$ cat config.mk
export PLATFORM = sky130hd
export DESIGN_NAME = pc_unit
export DESIGN_NICKNAME = d
export VERILOG_FILES = /design/src/rtl/pc_unit_pkg.sv /design/src/rtl/ret_stack.sv /design/src/rtl/pc_unit.sv
export SDC_FILE = /design/constraint.sdc
export NUM_CORES = 1
export LEC_CHECK = 0
export CORE_AREA = 2 2 105 107
export CTS_BUF_LIST = sky130_fd_sc_hd__clkbuf_8 sky130_fd_sc_hd__clkbuf_16
export DETAILED_ROUTE_END_ITERATION = 10
export DIE_AREA = 0 0 107 109
export GPL_ROUTABILITY_DRIVEN = 0
export PLACE_DENSITY = 0.79
export SLEW_MARGIN = 20
export SYNTH_ARGS = -nofsm -noshare
export SYNTH_HDL_FRONTEND = slang
export SYNTH_SLANG_ARGS = --single-unit
$ cat constraint.sdc
create_clock -name clk -period 3.6 [get_ports clk]
set_clock_uncertainty 0.1 [all_clocks]
set_input_delay 0.72 -clock clk [delete_from_list [all_inputs] [get_ports clk]]
set_output_delay 0.72 -clock clk [all_outputs]
set_load 0.01 [all_outputs]
$ cat src/rtl/pc_unit_pkg.sv
// Shared CPU definitions for the program-counter unit: default widths,
// controller opcodeFunc encodings and the next-pc action type.
package pc_unit_pkg;

  localparam int PC_W_DEF  = 12;
  localparam int OFF_W_DEF = 8;
  localparam int DEPTH_DEF = 8;

  localparam logic [4:0] OPF_JMP   = 5'b11100;
  localparam logic [4:0] OPF_CALL  = 5'b11101;
  localparam logic [4:0] OPF_RET   = 5'b11110;
  localparam logic [4:0] OPF_BR_LO = 5'b10100;
  localparam logic [4:0] OPF_BR_HI = 5'b10111;

  typedef enum logic [1:0] {
    ACT_SEQ    = 2'd0,
    ACT_BRANCH = 2'd1,
    ACT_JMP    = 2'd2,
    ACT_RET    = 2'd3
  } pc_act_e;

  // Branch opcodes occupy 101xx.
  function automatic logic is_branch_opf(input logic [4:0] opf);
    return opf[4:2] == 3'b101;
  endfunction

endpackage

$ cat src/rtl/ret_stack.sv
// Return-address LIFO: storage array, stack pointer, full/empty decode and
// sticky overflow/underflow flag.
module ret_stack
  import pc_unit_pkg::*;
#(
  parameter int PC_W  = PC_W_DEF,
  parameter int DEPTH = DEPTH_DEF
) (
  input  logic            clk,
  input  logic            rst,
  input  logic            rd_en,
  input  logic            pop_en,
  input  logic            push_en,
  input  logic [PC_W-1:0] wr_data,
  output logic [PC_W-1:0] rd_data,
  output logic            empty,
  output logic            full,
  output logic            err
);

  localparam int SP_W  = $clog2(DEPTH) + 1;
  localparam int IDX_W = $clog2(DEPTH);

  logic [SP_W-1:0]  sp_q, sp_d;
  logic             err_q, err_d;
  logic             wr_en;
  logic [IDX_W-1:0] wr_idx, rd_idx;
  logic [PC_W-1:0]  mem_q [DEPTH];

  assign empty  = (sp_q == '0);
  assign full   = (sp_q == SP_W'(DEPTH));
  assign err    = err_q;
  assign wr_idx = IDX_W'(sp_q);
  assign rd_idx = IDX_W'(sp_q - SP_W'(1));
  assign rd_data = mem_q[rd_idx];

  // A return has priority over a call; callers gate both with the advance enable.
  always_comb begin
    sp_d  = sp_q;
    err_d = err_q;
    wr_en = 1'b0;
    if (rd_en) begin
      if (empty)       err_d = 1'b1;
      else if (pop_en) sp_d  = sp_q - SP_W'(1);
    end else if (push_en) begin
      if (full) begin
        err_d = 1'b1;
      end else begin
        wr_en = 1'b1;
        sp_d  = sp_q + SP_W'(1);
      end
    end
  end

  always_ff @(posedge clk) begin
    if (rst) begin
      sp_q  <= '0;
      err_q <= 1'b0;
    end else begin
      sp_q  <= sp_d;
      err_q <= err_d;
    end
  end

  // Storage is deliberately not reset; sp=0 makes stale entries unreachable.
  always_ff @(posedge clk) begin
    if (wr_en && !rst) mem_q[wr_idx] <= wr_data;
  end

endmodule

$ cat src/rtl/pc_unit.sv
// Program counter with absolute jump, call/return via ret_stack and
// pc-relative taken branches.
module pc_unit
  import pc_unit_pkg::*;
#(
  parameter int PC_W  = PC_W_DEF,
  parameter int OFF_W = OFF_W_DEF,
  parameter int DEPTH = DEPTH_DEF
) (
  input  logic             clk,
  input  logic             rst,
  input  logic             pcEn,
  input  logic             jmp,
  input  logic             push,
  input  logic             ret,
  input  logic             pop,
  input  logic             branch,
  input  logic [PC_W-1:0]  jmpAddr,
  input  logic [OFF_W-1:0] branchOff,
  output logic [PC_W-1:0]  pc,
  output logic             stackEmpty,
  output logic             stackFull,
  output logic             stackErr
);

  logic [PC_W-1:0]        pc_q, pc_d;
  logic [PC_W-1:0]        pc_inc;
  logic [PC_W-1:0]        top_data;
  logic signed [PC_W-1:0] off_ext;
  pc_act_e                act;

  assign pc_inc  = pc_q + PC_W'(1);
  assign off_ext = PC_W'($signed(branchOff));
  assign pc      = pc_q;

  ret_stack #(
    .PC_W  (PC_W),
    .DEPTH (DEPTH)
  ) u_ret_stack (
    .clk     (clk),
    .rst     (rst),
    .rd_en   (pcEn & ret),
    .pop_en  (pcEn & ret & pop),
    .push_en (pcEn & jmp & push),
    .wr_data (pc_inc),
    .rd_data (top_data),
    .empty   (stackEmpty),
    .full    (stackFull),
    .err     (stackErr)
  );

  always_comb begin
    act = ACT_SEQ;
    if (ret)         act = ACT_RET;
    else if (jmp)    act = ACT_JMP;
    else if (branch) act = ACT_BRANCH;

    pc_d = pc_q;
    if (pcEn) begin
      case (act)
        ACT_RET:    pc_d = stackEmpty ? pc_inc : top_data;
        ACT_JMP:    pc_d = jmpAddr;
        ACT_BRANCH: pc_d = pc_inc + off_ext;
        default:    pc_d = pc_inc;
      endcase
    end
  end

  always_ff @(posedge clk) begin
    if (rst) pc_q <= '0;
    else     pc_q <= pc_d;
  end

endmodule

==> impl_metrics.ini <==
[global_route]
grt_pass1_vias = 3959
grt_overflow = 0
grt_pass1_wl_mm = 21.7
use_met1_pct = 31.9
top_usage_layer = met2
grt_max_degree = 29
grt_use_met2_pct = 42.9
antenna_found_initial = 0
grt_use_met3_pct = 5.98
grt_usage_pct = 25.7

[setup_path]
crit_fanout = 8
crit_path_end_kind = output pin
crit_type = reg2out
critPathLaunchType = flip-flop
critPathRequiredTime_ns = 2.78
critPathArrivalTime_ns = 2.62

[logic_synthesis]
synth_most_common_cell = edfxtp_1
synth_top_cells_by_count = 96 x edfxtp_1, 46 x nand2_1, 29 x nor2_1
ys_seq_area_share_pct = 57.3
syn_inst = 428
synth-seq-cells = 113
yosys.area.top_type = edfxtp_1
synth-simple-area-share_pct = 11.0
synth.yosys.warnings = 0
synthAdderAreaFrac_pct = 4.14
syn_area_mm2 = 0.00563
synth.top_cell.area_share_pct = 51.2
synthMuxAreaShare_pct = 11.1
yosysUniqueCellTypes = 61
synth_top_family_by_area = multiplexers
avgSynthCellArea_um2 = 13.1
synth_ff_type = edfxtp_1
synth-compound-area-share_pct = 9.85
synth-async-reset-ratio_pct = 0
synth_area_leaders = edfxtp_1 51%, dfxtp_1 6.0%, mux4_2 6.0%
synth_xor_area_share_pct = 3.58
synth-edff-count = 96
synthesis.nets = 474

[clock_tree]
cts_buffers = 17
cts_hold_buf = 0
clk_pin_slew_ns = 0.06
clock_path_buffers = 2
cts_tree = done
clkLatencyLatePin_ns = 0.52
post_cts_buffers = 0
cts_htree_levels = 4
cts_root_buf = clkbuf_8
cts_sinks = 113
cts_resized = 0

[floorplanning]
die_h_um = 109
io_pins = 43
start_util_pct = 53.1
core_mm2 = 0.0106
die_x_um = 107
dieArea_mm2 = 0.0117
rows = 38

[timing]
tns_ns = 0
setup_viol = 0
hold_viol_final = 0
finalCritPeriodShare_pct = 95.6
worst_pin_slew_ns = 0.922
whs_ns = 0.374
fmax_ghz = 0.291
grt_setup_unrepaired = no
slew_headroom_pct = 38.5
min_period_ns = 3.44
drv_slew = 0

[power_and_ir_drop]
p_per_area_mw_per_mm2 = 543
power.total_w = 0.00372
leakagePower_nw = 2.48
ir_worst_vdd_mv = 0.259

[drt]
via_count = 4031
drt_wl_total_mm = 14.2
wire_per_inst_um = 22.0
ant_nets = 0
drt_iter0_markers = 462
dr.pass1.iters = 5
drc = 0
viasPerCell = 6.24

[cells_and_area]
drive_gt1_share_pct = 14.4
synthToLayoutAreaGrowth_pct = 21.8
nFillCells = 738
fin_nets = 539
antennaDiodeCount = 0
fin_cells = 646

[status]
status = complete, no violations

[placement]
placedCellCount = 614
portBuffers = 42
dp.final_hpwl_mm = 8.99

[flow_run]
maxCapViolCount = 0

[hold_path]
hp-class = reg2reg
registers in the layout, summed over array words and instances, names as in the netlist:
name	count
u_ret_stack.err	1
u_ret_stack.mem_q	96
pc	12
u_ret_stack.sp_q	4
layer usage:
metal	part of all wire, %	vias up	wire, um
met5	0	-	0
met4	3.7	0	530
met3	6.7	43	944
met2	50	194	7140
met1	39	2010	5570
li1	-	1784	-
placed cells by master (no fill, tap or decap), types with 4 or more instances in the layout:
master | synthesis | layout
nand2_1 | 46 | 46
nor3_1 | 11 | 9
o21ai_0 | 11 | 11
a211oi_1 | 5 | 5
ha_1 | 17 | 17
nor2b_1 | 5 | 5
mux2i_1 | 4 | 4
nand3_1 | 11 | 11
buf_4 | 1 | 21
a221oi_1 | 4 | 4
mux4_1 | 9 | 9
clkdlybuf4s50_1 | 0 | 42
a31oi_1 | 4 | 4
nor2_1 | 29 | 29
clkinv_4 | 1 | 5
inv_1 | 17 | 19
clkbuf_16 | 0 | 16
dfxtp_1 | 17 | 17
a21o_1 | 4 | 4
o211ai_1 | 4 | 4
xnor2_1 | 13 | 13
a21oi_1 | 22 | 22
edfxtp_1 | 96 | 96
mux4_2 | 15 | 15
xor2_1 | 10 | 10
cell families (layout without fill, tap and decap cells):
group,Yosys count,after routing
AOI/OAI and AO/OA,83,83
adders and majority gates,18,18
xor gates and xnor gates,23,23
DFF,113,113
muxes,29,29
buffers and inverters,35,113
and+or+nand+nor,127,127
area by class of cell:
cell class,instances,area [um^2],share of cell area (%)
clock buffers,17,414,6.04
repair buffers,63,578,8.44
multi-input cells,280,2240,32.7
well taps,140,175,2.56
clock inverters,15,146,2.14
flip-flops and latches,113,3220,47.0
inverters,18,72.6,1.06
power by group:
| group | switching (W) | leakage [nW] | internal, W |
|---|---|---|---|
| combinational | 0.000377 | 1.19 | 0.000285 |
| sequential | 0.0000292 | 1.01 | 0.00146 |
| clock | 0.000591 | 0.272 | 0.000976 |
| total | 0.000998 | 2.48 | 0.00272 |
per-stage QoR:
stage	util (%)	worst slack [ns]	area, um^2
final	64.6	0.159	6850
after detailed placement	59.3	0.564	6290
after global placement	59.3	0.647	6290
after global routing	64.6	0.0446	6850
after CTS	64.6	0.175	6850
after floorplan	-	0.665	5630
worst paths after layout:
kind                                    start                           end  slack, ns  cells after the start
max          u_ret_stack.sp_q[1]$_SDFFE_PP0P_                    stackEmpty       0.16                      5
min              u_ret_stack.err$_SDFFE_PP0P_  u_ret_stack.err$_SDFFE_PP0P_       0.37                      2
max reg2reg                pc[0]$_SDFFE_PP0P_            pc[9]$_SDFFE_PP0P_       0.26                     13
min reg2reg      u_ret_stack.err$_SDFFE_PP0P_  u_ret_stack.err$_SDFFE_PP0P_       0.37                      2
critical path, stage by stage (launching register included):
cell	delay (ns)
dfxtp_1	0.40
inv_1	0.11
ha_1	0.30
or3b_1	0.59
clkinv_4	0.16
clkdlybuf4s50_1	0.54
(Power assumes the default switching activity.)
